<file path="src/rtl/ercm_mult_pipe.sv">
// Pipelined approximate multiplier: OR-compression tree with masked error recovery.
// Define ERCM_ERR_STAT_EN to add the error flag/counter ports (err_clr, err_flag, err_cnt).
module ercm_mult_pipe #(
  parameter int unsigned WIDTH   = 8,
  parameter int unsigned LSB_CUT = 4
) (
`ifdef ERCM_ERR_STAT_EN
  input  logic                 err_clr,
  output logic                 err_flag,
  output logic [15:0]          err_cnt,
`endif
  input  logic                 clk,
  input  logic                 rst_n,
  input  logic                 in_valid,
  output logic                 in_ready,
  input  logic [WIDTH-1:0]     in_a,
  input  logic [WIDTH-1:0]     in_b,
  input  logic [1:0]           in_mode,
  input  logic [2*WIDTH-1:0]   in_mask,
  output logic                 out_valid,
  input  logic                 out_ready,
  output logic [2*WIDTH-1:0]   out_prod,
  output logic [1:0]           out_mode
);

  localparam int unsigned PW     = 2 * WIDTH;
  localparam int unsigned Levels = $clog2(WIDTH);
  localparam logic [PW-1:0] CutMask = ~(PW'((64'd1 << LSB_CUT) - 64'd1));

  logic [PW-1:0] rows [WIDTH];
  logic [PW-1:0] sum_d, carry_d, exact_d;
  logic          en;

  always_comb begin
    for (int i = 0; i < WIDTH; i++) begin
      rows[i] = in_a[i] ? (PW'(in_b) << i) : '0;
    end
    carry_d = '0;
    // In-place pairwise reduction; row k is written only after rows 2k/2k+1 are consumed.
    for (int l = 0; l < Levels; l++) begin
      for (int k = 0; k < (WIDTH >> (l + 1)); k++) begin
        carry_d = carry_d | (rows[2*k] & rows[2*k+1]);
        rows[k] = rows[2*k] | rows[2*k+1];
      end
    end
    sum_d = rows[0];
`ifdef ERCM_ERR_STAT_EN
    exact_d = PW'(in_a) * PW'(in_b);
`else
    exact_d = in_mode[1] ? PW'(in_a) * PW'(in_b) : '0;
`endif
  end

  assign en       = out_ready | ~out_valid;
  assign in_ready = en;

  logic          v1_q, v2_q, v3_q;
  logic [PW-1:0] sum1_q, carry1_q, exact1_q, mask1_q;
  logic [1:0]    mode1_q, mode2_q;
  logic [PW-1:0] sum2_q, rec2_q, exact2_q;
  logic [PW-1:0] prod3_q;
  logic [1:0]    mode3_q;

  always_ff @(posedge clk or negedge rst_n) begin
    if (!rst_n) begin
      v1_q <= 1'b0;
      v2_q <= 1'b0;
      v3_q <= 1'b0;
    end else if (en) begin
      v1_q <= in_valid;
      v2_q <= v1_q;
      v3_q <= v2_q;
    end
  end

  always_ff @(posedge clk or negedge rst_n) begin
    if (!rst_n) begin
      sum1_q   <= '0;
      carry1_q <= '0;
      exact1_q <= '0;
      mask1_q  <= '0;
      mode1_q  <= '0;
    end else if (en && in_valid) begin
      sum1_q   <= sum_d;
      carry1_q <= carry_d;
      exact1_q <= exact_d;
      mask1_q  <= in_mask;
      mode1_q  <= in_mode;
    end
  end

  always_ff @(posedge clk or negedge rst_n) begin
    if (!rst_n) begin
      sum2_q   <= '0;
      rec2_q   <= '0;
      exact2_q <= '0;
      mode2_q  <= '0;
    end else if (en && v1_q) begin
      sum2_q   <= sum1_q;
      rec2_q   <= carry1_q & mask1_q & CutMask;
      exact2_q <= exact1_q;
      mode2_q  <= mode1_q;
    end
  end

  always_ff @(posedge clk or negedge rst_n) begin
    if (!rst_n) begin
      prod3_q <= '0;
      mode3_q <= '0;
    end else if (en && v2_q) begin
      mode3_q <= mode2_q;
      if (mode2_q[1])      prod3_q <= exact2_q;
      else if (mode2_q[0]) prod3_q <= sum2_q + rec2_q;
      else                 prod3_q <= sum2_q;
    end
  end

  assign out_valid = v3_q;
  assign out_prod  = prod3_q;
  assign out_mode  = mode3_q;

`ifdef ERCM_ERR_STAT_EN
  logic [PW-1:0] exact3_q;

  always_ff @(posedge clk or negedge rst_n) begin
    if (!rst_n) begin
      exact3_q <= '0;
    end else if (en && v2_q) begin
      exact3_q <= exact2_q;
    end
  end

  assign err_flag = v3_q && !mode3_q[1] && (prod3_q != exact3_q);

  always_ff @(posedge clk or negedge rst_n) begin
    if (!rst_n) begin
      err_cnt <= '0;
    end else if (err_clr) begin
      err_cnt <= '0;
    end else if (err_flag && out_ready && err_cnt != 16'hFFFF) begin
      err_cnt <= err_cnt + 16'd1;
    end
  end
`endif

endmodule

</file>
<file path="config.mk">
export PLATFORM = sky130hd
export DESIGN_NAME = ercm_mult_pipe
export DESIGN_NICKNAME = d
export VERILOG_FILES = /design/src/rtl/ercm_mult_pipe.sv
export SDC_FILE = /design/constraint.sdc
export NUM_CORES = 1
export LEC_CHECK = 0
export ABC_AREA = 1
export ABC_CLOCK_PERIOD_IN_PS = 3300
export BUFFER_PORTS_ARGS = -buffer_cell sky130_fd_sc_hd__buf_4
export CORE_MARGIN = 5
export CORE_UTILIZATION = 66
export DETAILED_ROUTE_END_ITERATION = 7
export GPL_TIMING_DRIVEN = 0
export PLACE_DENSITY = 0.95
export SYNTH_ARGS = -nofsm -noshare
export SYNTH_HDL_FRONTEND = slang
export SYNTH_SLANG_ARGS = --single-unit
</file>
<file path="constraint.sdc">
create_clock -name clk -period 3.3 [get_ports clk]
set_input_delay 0.165 -clock clk [delete_from_list [all_inputs] [get_ports clk]]
set_output_delay 0.165 -clock clk [all_outputs]
set_load 0.005 [all_outputs]
</file>
# Word-level counts from Yosys, hierarchy flattened

Cells that the tools add are included.

Register bits: 133
Latch bits: 0
Bits in writable memories: 0
ROM bits: 0
Input bits: 38
Output and inout bits: 20
Memories kept: 0

Add/sub/neg operators: 1
$mul: 1
Divide/modulo/power cells: 0
Order comparisons: 0
Equality and inequality tests: 0
Shift-type cells: 0
Muxes and demuxes: 11
Bitwise operators: 23
Reduce and logical (&&, ||, !) cells: 3

Operators by type and width:

| cell             | number |
|---|---|
| $mux W16         | 3 |
| $or A13 B15 Y15  | 2 |
| $or A15 B15 Y15  | 2 |
| $or A9 B11 Y11   | 2 |
| $add A16 B16 Y16 | 1 |
| $and A16 B16 Y16 | 1 |
| $mul A8 B8 Y16   | 1 |
| $and A11 B15 Y15 | 1 |
| $and A13 B15 Y15 | 1 |
| $and A14 B15 Y15 | 1 |
| $mux W15         | 1 |
| $or A11 B15 Y15  | 1 |
| $or A14 B15 Y15  | 1 |
| $or A15 B11 Y15  | 1 |
| $mux W14         | 1 |
| $and A12 B13 Y13 | 1 |
| $mux W13         | 1 |
| $or A11 B13 Y13  | 1 |
| $or A12 B13 Y13  | 1 |
| $mux W12         | 1 |
| $and A10 B11 Y11 | 1 |
| $and A9 B11 Y11  | 1 |
| $mux W11         | 1 |
| $or A10 B11 Y11  | 1 |
| other kinds (8)  | 10 |

# Logic depth before layout (Yosys ltp)

Gate-level depths: netlist of the first run.

Word-level depth: 8
Mapped depth: 21
Gate-level depth less buffers: 20

# Worst setup path after synthesis of the first run

No wires, ideal clock.

Path type: in2reg
Start point: input in_a[5]
End point: register exact1_q[14]
Library setup time: 117 ps
Data arrival time: 3653 ps
Setup slack: -470 ps
Cell stages on the path: 20
Cell sequence: clkbuf_1 -> nand2_1 -> inv_1 -> fa_1 -> inv_1 -> fa_1 -> inv_1 -> fa_1 -> inv_1 -> fa_1 -> inv_1 -> ha_1 -> nand2_1 -> nand2_1 -> a21oi_1 -> nand2_1 -> nand2_1 -> nand3_1 -> nand3_1 -> nand2_1

Longest elaborated chain between the ends: 2

Ends and longest elaborated chain:

| element              | RTL line | source |
|---|---|---|
| start, declared      | 16       | `input logic [WIDTH-1:0] in_a,` |
| $mul A8 B8 Y16       | 50       | `exact_d = in_mode[1] ? PW'(in_a) * PW'(in_b) : '0;` |
| $mux W16             | 50       |  |
| end signal, assigned | 86       | `exact1_q <= exact_d;` |
| end, declared        | 58       | `logic [PW-1:0] sum1_q, carry1_q, exact1_q, mask1_q;` |

Every way passes these cells.
A chain may end at the register's enable or synchronous reset.

# Worst setup path in the final report of the first run

Start point: input in_a[5]
End point: register exact1_q[12]

The elaborated chain is that of the path after synthesis.

==> results.json, run 1 <==
{
  "netlist_area_sq_mm": 0.00789,
  "critPathLaunchType": "primary input",
  "end_kind": "register",
  "clock_latency_ps": 430,
  "die_w_um": 119,
  "diodes": 0,
  "arrival_ps": 3710,
  "grt_pass1_wl_um": 38200,
  "status": "finished with violations",
  "seqPwrFrac_pct": 28.7,
  "fin_ws_ps": -103,
  "first_iter_violations": 1217,
  "hold_class": "in -> reg",
  "synth_ff_type": "dfrtp_1",
  "nets": 1242,
  "row_count": 40,
  "hold_viol": 0,
  "avgSynthCellArea_sq_um": 7.71,
  "violations": "negative setup slack",
  "vias_per_cell": 6.26,
  "gr-usage-met1_pct": 39.3,
  "required_ps": 3610,
  "powerDensity_mw_per_mm2": 836,
  "sw_frac_of_total_pct": 44.2,
  "cts.sinks": 117,
  "cts_tree": "done",
  "n_fill_cell": 634,
  "slowest_stage": "fa_1",
  "synthArstFlopShare_pct": 100,
  "slew_headroom_pct": 56.9,
  "cts_inserted_buffers": 17,
  "whs_ps": 58.2,
  "p_leak_nw": 5.43,
  "ios": 58,
  "ys_seq_elements": 117,
  "synth_edf_count": 0,
  "ant_nets": 0,
  "area_delta_synth_final_pct": 22.9,
  "path_clk_slew_ps": 70,
  "yosysUniqueCellTypes": 35,
  "antenna_found_initial": 0,
  "fmax_ghz": 0.294,
  "synth_top_area_share_pct": 37.1,
  "maxSlewViolCount": 0,
  "layout-drive-gt1-share_pct": 17.6,
  "layout_commonest_cell": "nand2_1",
  "drc": 0,
  "gr-usage-all-layers_pct": 34.2,
  "final_util_pct": 81.8,
  "synth_area_leaders": "dfrtp_1, nand2_1, ha_1, fa_1, inv_1",
  "period_minus_slack_ps": 3400,
  "synth_seq_area_share_pct": 37.1,
  "power_frac_comb_pct": 47.7,
  "grt_max_degree": 74,
  "fin_crit_sh_pct": 103,
  "routed_wire_length_per_instance_um": 20.2,
  "htree_levels": 4,
  "core_area_sq_mm": 0.0119,
  "globalplace.congestion": 0.947,
  "r2r_slack_ps": 1060,
  "ir_drop_mv": 0.644,
  "dieArea_sq_mm": 0.0142,
  "fin_cells": 1263,
  "grt_pass1_vias": 7801,
  "multiInputGateArea_sq_mm": 0.00447,
  "intPower_w": 0.00453,
  "dr.pass1.iters": 7,
  "worst_pin_slew_ps": 646,
  "start_util_pct": 66.5,
  "synth_nets": 1162,
  "max_cap_violations": 0,
  "clockBufferDepth": 2,
  "grt_setup_unrepaired": "true",
  "yosys.area.top_type": "dfrtp_1",
  "dp.cells": 1206,
  "vias": 7910,
  "place_hpwl_um": 15500,
  "worstSetupPathType": "in -> reg",
  "grt-ovfl-total": 0,
  "routed_wl_um": 25600,
  "top_usage_layer": "met2",
  "portBuffers": 35,
  "mostFrequentLayoutCells": "nand2_1, inv_1, dfrtp_1",
  "root_buffer": "clkbuf_16",
  "met2_usage_pct": 58.8,
  "regArea_sq_mm": 0.00293,
  "yosys_warnings": 0,
  "setup-violations-final": 7,
  "crit_fanout": 7,
  "p_switching_w": 0.00358,
  "skew_ps": 10.2,
  "synthCells": 1023,
  "dieHeight_um": 119,
  "use_met3_pct": 7.69,
  "slowest_delay_ps": 560,
  "pwr-share-clk_pct": 23.6,
  "crit_chain": "clkbuf_16, nand2_4, inv_4, fa_1, inv_2, fa_1, inv_1, fa_1, inv_2, fa_1, inv_2, ha_4, nand2_2, inv_2, nand3_4, nand2_4, nand2_4, nand2_2, nand2_1, nand3_1, nand2_1"
}
[path summary, 6_finish.rpt]
path	startpoint	to	depth (start not counted)
setup / recovery	in_a[5]	exact1_q[12]$_DFFE_PN0P_	21
hold / removal	in_mode[1]	mode1_q[1]$_DFFE_PN0P_	3
setup reg to reg	sum2_q[4]$_DFFE_PN0P_	out_prod[10]$_DFFE_PN0P_	12
hold reg to reg	out_prod[13]$_DFFE_PN0P_	out_prod[13]$_DFFE_PN0P_	2
max in group asynchronous	rst_n	rec2_q[12]$_DFFE_PN0P_	3
min in group asynchronous	rst_n	out_prod[1]$_DFFE_PN0P_	2
[critical path: cells and delay by family]
kind | cells | cell delay (ps)
fa+ha+maj | 5 | 2390
buf+inv | 7 | 450
simple gates | 9 | 680
[power by group through the flow]
stage               clock network (W)  registers [W]  logic [W]
floorplan                           0        0.00218    0.00224
global placement                    0        0.00225    0.00297
detailed placement                  0        0.00228    0.00312
CTS                           0.00187        0.00228    0.00340
global route                  0.00195        0.00235    0.00419
finish                        0.00191        0.00233    0.00387
[through the flow]
stage	cell area [sq um]	setup TNS [ps]	power (W)	setup slack (ps)
2_1_floorplan	8080	-1030	0.00442	-196
3_3_place_gp	8530	-3080	0.00522	-423
3_5_place_dp	8550	-4060	0.00540	-567
4_1_cts	9480	-13.3	0.00755	-9.09
5_1_grt	9700	-842	0.00849	-178
6_report	9700	-289	0.00811	-103
[layer usage]
metal  share of wire, %  up-vias
met5                  0        -
li1                   -     3353
met1                 34     3707
met4                6.7        0
met3                 10      194
met2                 49      656
[synth_stat cells (5+ instances only)]
| master | count |
|---|---|
| clkbuf_1 | 20 |
| o21ai_1 | 5 |
| nand3_1 | 46 |
| inv_2 | 5 |
| buf_2 | 19 |
| fa_1 | 36 |
| o21ai_0 | 55 |
| a21oi_1 | 44 |
| dfrtp_1 | 117 |
| nand2_1 | 335 |
| o22ai_1 | 7 |
| nor2_1 | 56 |
| inv_1 | 162 |
| a31oi_1 | 10 |
| ha_1 | 65 |
[what timing repair did]
action / CTS / global route
hold buffers: 12 / 0
hold endpoints to repair: 55 / 0
setup buffers: 8 / 5
gates resized for setup: 42 / 53
pin swaps: 19 / 31
setup endpoints to repair: 4 / 9
[registers in the layout (all words and copies together) (netlist names)]
register,cells
v1_q,1
v2_q,1
sum2_q,15
mask1_q,10
sum1_q,15
rec2_q,10
out_mode,2
out_valid,1
out_prod,16
mode1_q,2
exact1_q,16
exact2_q,16
mode2_q,2
carry1_q,10
[logic make-up (layout without fill, tap and decap cells)]
family	after synthesis	count (layout)	share of synthesized area (%)
simple gates	455	455	23.1
buf+inv	210	303	10.4
compound gates	134	134	9.26
flops	117	117	37.1
fa+ha+maj	101	101	19.4
xor+xnor	6	6	0.666
[final cells by class]
type                            count  share of cell area (%)
Clock inverter                     13                    1.52
Timing Repair Buffer               61                    5.24
Sequential cell                   117                    30.2
Multi-Input combinational cell    696                    46.1
Inverter                          168                    6.55
Clock buffer                       19                    4.67
Buffer                             42                    3.86
Tap cell                          147                    1.90
Power figures use the tool's default switching activity.
==> inputs of run 2 (changes only) <==
--- a/config.mk
+++ b/config.mk
@@ -12,7 +12,8 @@
 export CORE_UTILIZATION = 66
 export DETAILED_ROUTE_END_ITERATION = 7
 export GPL_TIMING_DRIVEN = 0
-export PLACE_DENSITY = 0.95
+export PLACE_DENSITY_LB_ADDON = 0.12
+export SKIP_LAST_GASP = 1
 export SYNTH_ARGS = -nofsm -noshare
 export SYNTH_HDL_FRONTEND = slang
 export SYNTH_SLANG_ARGS = --single-unit
==> run 2 against run 1 <==
The run still ends with negative setup slack left. Highest routed layer unchanged. Flip-flop and latch count unchanged. Hold slack improved by 17 ps. Final cell count about the same. Sequential power about the same. Combinational power decreased by 8.3%. Critical endpoint unchanged. Power decreased by 3.6%.
==> results.json, run 2 (synthesized netlist as in run 1, its figures left out) <==
{
  "worstSetupPathType": "in -> reg",
  "worstReg2RegEnd": "out_prod[8]$_DFFE_PN0P_",
  "clock_latency_ps": 420,
  "hold_class": "in -> reg",
  "worstRegToRegCells": 9,
  "end_kind": "register",
  "globalplace.congestion": 0.932,
  "skew_ps": 9.23,
  "routed_wl_um": 21500,
  "status": "finished with violations",
  "layout_commonest_cell": "nand2_1",
  "r2r_slack_ps": 1160,
  "row_count": 40,
  "setup-violations-final": 1,
  "fmax_ghz": 0.301,
  "worst_pin_slew_ps": 635,
  "place_hpwl_um": 15000,
  "arrival_ps": 3640,
  "max_cap_violations": 0,
  "min_to": "mode1_q[1]$_DFFE_PN0P_",
  "required_ps": 3610,
  "dieHeight_um": 119,
  "path_buf_inv": 7,
  "cts_inserted_buffers": 17,
  "path_common_cell": "fa_1",
  "grt_setup_unrepaired": "true",
  "antenna_found_initial": 0,
  "slowest_delay_ps": 550,
  "hold_depth": 3,
  "dr.pass1.iters": 5,
  "slew_headroom_pct": 57.7,
  "r2r_start": "sum2_q[4]$_DFFE_PN0P_",
  "multiInputGateArea_sq_mm": 0.00441,
  "hold_viol": 0,
  "vias": 7111,
  "area_delta_synth_final_pct": 21.9,
  "drc": 0,
  "path_clk_slew_ps": 60,
  "violations": "negative setup slack",
  "cts.sinks": 117,
  "grt_max_degree": 106,
  "fin_crit_sh_pct": 101,
  "ios": 58,
  "gr-usage-all-layers_pct": 30.1,
  "n_fill_cell": 758,
  "tns_ps": -26.3,
  "p_leak_nw": 5.37,
  "grt-ovfl-total": 0,
  "regArea_sq_mm": 0.00293,
  "whs_ps": 75.0,
  "clockBufferDepth": 2,
  "final_util_pct": 81.1,
  "grt_pass1_wl_um": 33700,
  "period_minus_slack_ps": 3330,
  "cp_top_family": "adder cells",
  "maxSlewViolCount": 0,
  "crit_chain": "clkbuf_16, nand2_4, inv_4, fa_1, inv_2, fa_1, inv_1, fa_1, inv_1, fa_1, inv_2, ha_4, nand2_2, inv_2, nand3_2, nand2_4, nand2_2, nand2_1, nand2_1, nand3_1, nand2_1",
  "first_iter_violations": 714,
  "crit_fanout": 4,
  "placed_cell_area_sq_mm": 0.00856,
  "mostFrequentLayoutCells": "nand2_1, inv_1, dfrtp_1",
  "stdcell_area_sq_mm": 0.00962,
  "ant_nets": 0,
  "start_util_pct": 66.5,
  "layout-drive-gt1-share_pct": 16.8,
  "critPathLaunchType": "primary input",
  "htree_levels": 4,
  "slowest_stage": "fa_1",
  "grt_pass1_vias": 6840,
  "cts_tree": "done",
  "ir_drop_mv": 0.471,
  "core_area_sq_mm": 0.0119,
  "hold_start": "in_mode[1]",
  "vias_per_cell": 5.63,
  "die_w_um": 119,
  "dieArea_sq_mm": 0.0142,
  "fin_ws_ps": -26.3,
  "crit_start": "in_a[5]",
  "nets": 1242,
  "routed_wire_length_per_instance_um": 17.1,
  "powerDensity_mw_per_mm2": 813,
  "portBuffers": 35,
  "root_buffer": "clkbuf_16",
  "diodes": 0
}
==> run 2: cell types whose count changed in the layout (fill, tap and decap cells not counted), moves of 2 or more <==
cell,delta
nand2_2,+7
clkinv_2,+2
bufinv_16,+2
inv_4,+2
nand2_4,-9
inv_2,-8
inv_6,-3
clkbuf_16,-3
clkinvlp_4,-2
clkbuf_1,+2
inv_1,+6
clkinv_4,-3
==> run 2: power by group <==
part | switching, W | internal, W
clock network | 0.000657 | 0.00131
registers | 0.000358 | 0.00194
logic | 0.00218 | 0.00137
total | 0.00319 | 0.00463
==> run 2: tightest hold or removal path, delay by kind of cell <==
family,cells,cell delay [ps]
buf+inv,1,80
simple gates,2,210
==> run 2: stage by stage <==
stage / worst slack, ps / cells / total power [W]
after floorplan: -196 / 1023 / 0.00442
after global placement: -436 / 1205 / 0.00527
after detailed placement: -480 / 1206 / 0.00538
after CTS: 6.22 / 1252 / 0.00739
after global routing: -189 / 1262 / 0.00834
final: -26.3 / 1262 / 0.00782
==> run 2: repair_timing <==
| action | CTS | global route |
|---|---|---|
| gates resized for setup | 6 | 68 |
| setup buffers | 3 | 10 |
| hold buffers | 12 | 0 |
| pin swaps | 2 | 25 |
| endpoints found under the hold margin | 128 | 0 |
| endpoints found under the setup margin | 4 | 8 |
==> run 2: metal layers <==
layer  track usage [%]  part of all wire, %  vias up  routed length [um]
met5                 0                    0        -                   0
met4              14.5                  3.8        0                 824
met3              4.56                  7.1       76                1540
met2              50.6                   50      359               10700
met1              38.2                   39     3327                8430
li1                  -                    -     3349                   -
==> run 2: how the worst max path moves through the flow <==
| stage | to | depth (start not counted) |
|---|---|---|
| after CTS | exact1_q[13]$_DFFE_PN0P_ | 18 |
| final | exact1_q[12]$_DFFE_PN0P_ | 21 |
| after detailed placement | exact1_q[15]$_DFFE_PN0P_ | 21 |
| after global routing | exact1_q[12]$_DFFE_PN0P_ | 21 |
| after floorplan | exact1_q[14]$_DFFE_PN0P_ | 21 |
| after global placement | exact1_q[15]$_DFFE_PN0P_ | 18 |
==> run 2: layout make-up <==
| cell class | count | share of cell area [%] |
|---|---|---|
| Inverter | 168 | 6.66 |
| Multi-Input combinational cell | 696 | 45.8 |
| Clock buffer | 22 | 4.93 |
| Sequential cell | 117 | 30.4 |
| Timing Repair Buffer | 61 | 5.49 |
| Tap cell | 147 | 1.91 |
| Buffer | 42 | 3.19 |
| Clock inverter | 9 | 1.56 |
==> inputs of run 3 (changes only) <==
--- a/config.mk
+++ b/config.mk
@@ -9,11 +9,12 @@
 export ABC_CLOCK_PERIOD_IN_PS = 3300
 export BUFFER_PORTS_ARGS = -buffer_cell sky130_fd_sc_hd__buf_4
 export CORE_MARGIN = 5
-export CORE_UTILIZATION = 66
+export CORE_UTILIZATION = 50
 export DETAILED_ROUTE_END_ITERATION = 7
 export GPL_TIMING_DRIVEN = 0
 export PLACE_DENSITY_LB_ADDON = 0.12
 export SKIP_LAST_GASP = 1
+export SLEW_MARGIN = 10
 export SYNTH_ARGS = -nofsm -noshare
 export SYNTH_HDL_FRONTEND = slang
 export SYNTH_SLANG_ARGS = --single-unit
==> run 3 against run 2 <==
The flow now finishes without violations. Routed wire length down 5.8%. Combinational power down 3%. Non-clock buffer count down 3. Via count down 7.0%. Design area down 0.10%. Global-route usage down 7.0 points. Core utilization down 20 points. Final cell count up 5.3%. Clock-buffer cell count up 1. Sequential share of layout area about the same. Highest routed layer unchanged.
==> results.json, run 3 (synthesized netlist as in run 1, its figures left out) <==
{
  "path_buf_inv": 7,
  "slowest_delay_ps": 540,
  "worstRegToRegCells": 12,
  "routed_wl_um": 20300,
  "dr.pass1.iters": 5,
  "root_buffer": "clkbuf_16",
  "dieArea_sq_mm": 0.0184,
  "period_minus_slack_ps": 3290,
  "hold_depth": 3,
  "max_cap_violations": 0,
  "grt_setup_unrepaired": "true",
  "p_leak_nw": 5.33,
  "fin_crit_sh_pct": 99.6,
  "nets": 1239,
  "ant_nets": 0,
  "crit_chain": "clkbuf_16, nand2_8, inv_4, fa_1, inv_2, fa_1, inv_2, fa_1, inv_2, fa_1, inv_2, ha_4, nand2_2, nand2_2, a21oi_2, nand2_2, buf_4, nor2_2, o22ai_1",
  "cts.sinks": 117,
  "mostFrequentLayoutCells": "nand2_1, inv_1, dfrtp_1",
  "grt_max_degree": 70,
  "clockBufferDepth": 2,
  "diodes": 0,
  "row_count": 46,
  "dieHeight_um": 136,
  "ios": 58,
  "maxSlewViolCount": 0,
  "whs_ps": 49.8,
  "grt-ovfl-total": 0,
  "layout_commonest_cell": "nand2_1",
  "area_delta_synth_final_pct": 21.8,
  "cp-endpoint": "exact1_q[10]$_DFFE_PN0P_",
  "hold_viol": 0,
  "cp.depth": 19,
  "ir_drop_mv": 0.422,
  "htree_levels": 4,
  "drc": 0,
  "cts_inserted_buffers": 17,
  "cts_tree": "done",
  "grt_pass1_wl_um": 32900,
  "core_area_sq_mm": 0.0157,
  "portBuffers": 35,
  "routed_wire_length_per_instance_um": 15.3,
  "crit_start": "in_a[5]",
  "dp.cells": 1275,
  "required_ps": 3590,
  "first_iter_violations": 368,
  "r2r_slack_ps": 1180,
  "skew_ps": 9.00,
  "slowest_stage": "fa_1",
  "antenna_found_initial": 0,
  "critPathLaunchType": "primary input",
  "worst_pin_slew_ps": 660,
  "crit_fanout": 6,
  "vias": 6611,
  "clock_latency_ps": 410,
  "arrival_ps": 3580,
  "place_hpwl_um": 15300,
  "tns_ps": 0,
  "fmax_ghz": 0.304,
  "fin_cells": 1329,
  "status": "finished clean",
  "hold_class": "in -> reg",
  "worstReg2RegEnd": "out_prod[10]$_DFFE_PN0P_",
  "setup-violations-final": 0,
  "end_kind": "register",
  "grt_pass1_vias": 6517,
  "start_util_pct": 50.4,
  "cp_top_family": "adder cells",
  "slew_headroom_pct": 56.0,
  "powerDensity_mw_per_mm2": 776,
  "r2r_start": "sum2_q[4]$_DFFE_PN0P_",
  "final_util_pct": 61.4,
  "path_clk_slew_ps": 50,
  "gr-usage-all-layers_pct": 23.1,
  "layout-drive-gt1-share_pct": 16.0,
  "die_w_um": 136,
  "globalplace.congestion": 0.889,
  "vias_per_cell": 4.97,
  "worstSetupPathType": "in -> reg"
}
## run 3: cell count changes in the layout (fill, tap and decap cells not counted), moves of 2 or more
cell       previous run  this run
buf_4                52        48
clkbuf_8              4         2
nand2_4               9        12
nand2_2              22        19
buf_12                2         0
inv_2                18        20
buf_6                 3         5
clkbuf_1             12        15
a21oi_2               4         1
inv_1               146       144
bufinv_16             4         2
a21oi_1              39        43
## run 3: layout make-up
class / instances / area (sq um)
Buffer: 42 / 315
Fill cell: 1437 / 6040
Clock buffer: 23 / 458
Clock inverter: 9 / 104
Sequential cell: 117 / 2930
Inverter: 168 / 641
Timing Repair Buffer: 58 / 489
Tap cell: 216 / 270
Multi-Input combinational cell: 696 / 4410
## run 3: worst min-delay path by stage
| stage | from | end | slack [ps] |
|---|---|---|---|
| 6_report | in_mode[1] | mode1_q[1]$_DFFE_PN0P_ | 50 |
| 5_1_grt | in_mode[1] | mode1_q[1]$_DFFE_PN0P_ | 80 |
| 4_1_cts | in_mode[1] | mode1_q[1]$_DFFE_PN0P_ | 40 |
| 3_5_place_dp | rst_n | exact1_q[2]$_DFFE_PN0P_ | 150 |
| 3_3_place_gp | in_mask[9] | mask1_q[9]$_DFFE_PN0P_ | 360 |
| 2_1_floorplan | rst_n | carry1_q[10]$_DFFE_PN0P_ | -130 |
## run 3: metrics by stage
step                setup slack (ps)  power [W]  instance area [sq um]
floorplan                       -196    0.00442                   8080
global placement                -490    0.00534                   8610
CTS                             1.11    0.00721                   9360
detailed placement              -505    0.00539                   8640
finish                          14.8    0.00746                   9610
global route                    -103    0.00807                   9610
## run 3: timing repair
| action | CTS | global route |
|---|---|---|
| pin swaps | 2 | 21 |
| setup buffers | 0 | 10 |
| endpoints found under the setup margin | 4 | 7 |
| hold buffers | 12 | 0 |
| endpoints found under the hold margin | 59 | 0 |
| resized for setup | 9 | 65 |
## run 3: layer usage
metal | track usage, % | vias to the layer above | wire length [um] | share of wire, %
met5 | 0 | - | 0 | 0
met4 | 7.84 | 0 | 465 | 2.3
met3 | 3.38 | 36 | 736 | 3.6
met2 | 39.0 | 151 | 9760 | 48
met1 | 30.6 | 3086 | 9330 | 46
li1 | - | 3338 | - | -
## run 3: tightest hold or removal path, stage by stage
cell and delay, ps:
buf_4 80, nand2_2 100, nand2_1 70
## run 3: where the power goes
| group | switching [W] | internal, W | total, W |
|---|---|---|---|
| clock | 0.000641 | 0.00112 | 0.00177 |
| sequential | 0.000329 | 0.00194 | 0.00227 |
| combinational | 0.00206 | 0.00137 | 0.00343 |
| total | 0.00303 | 0.00443 | 0.00746 |
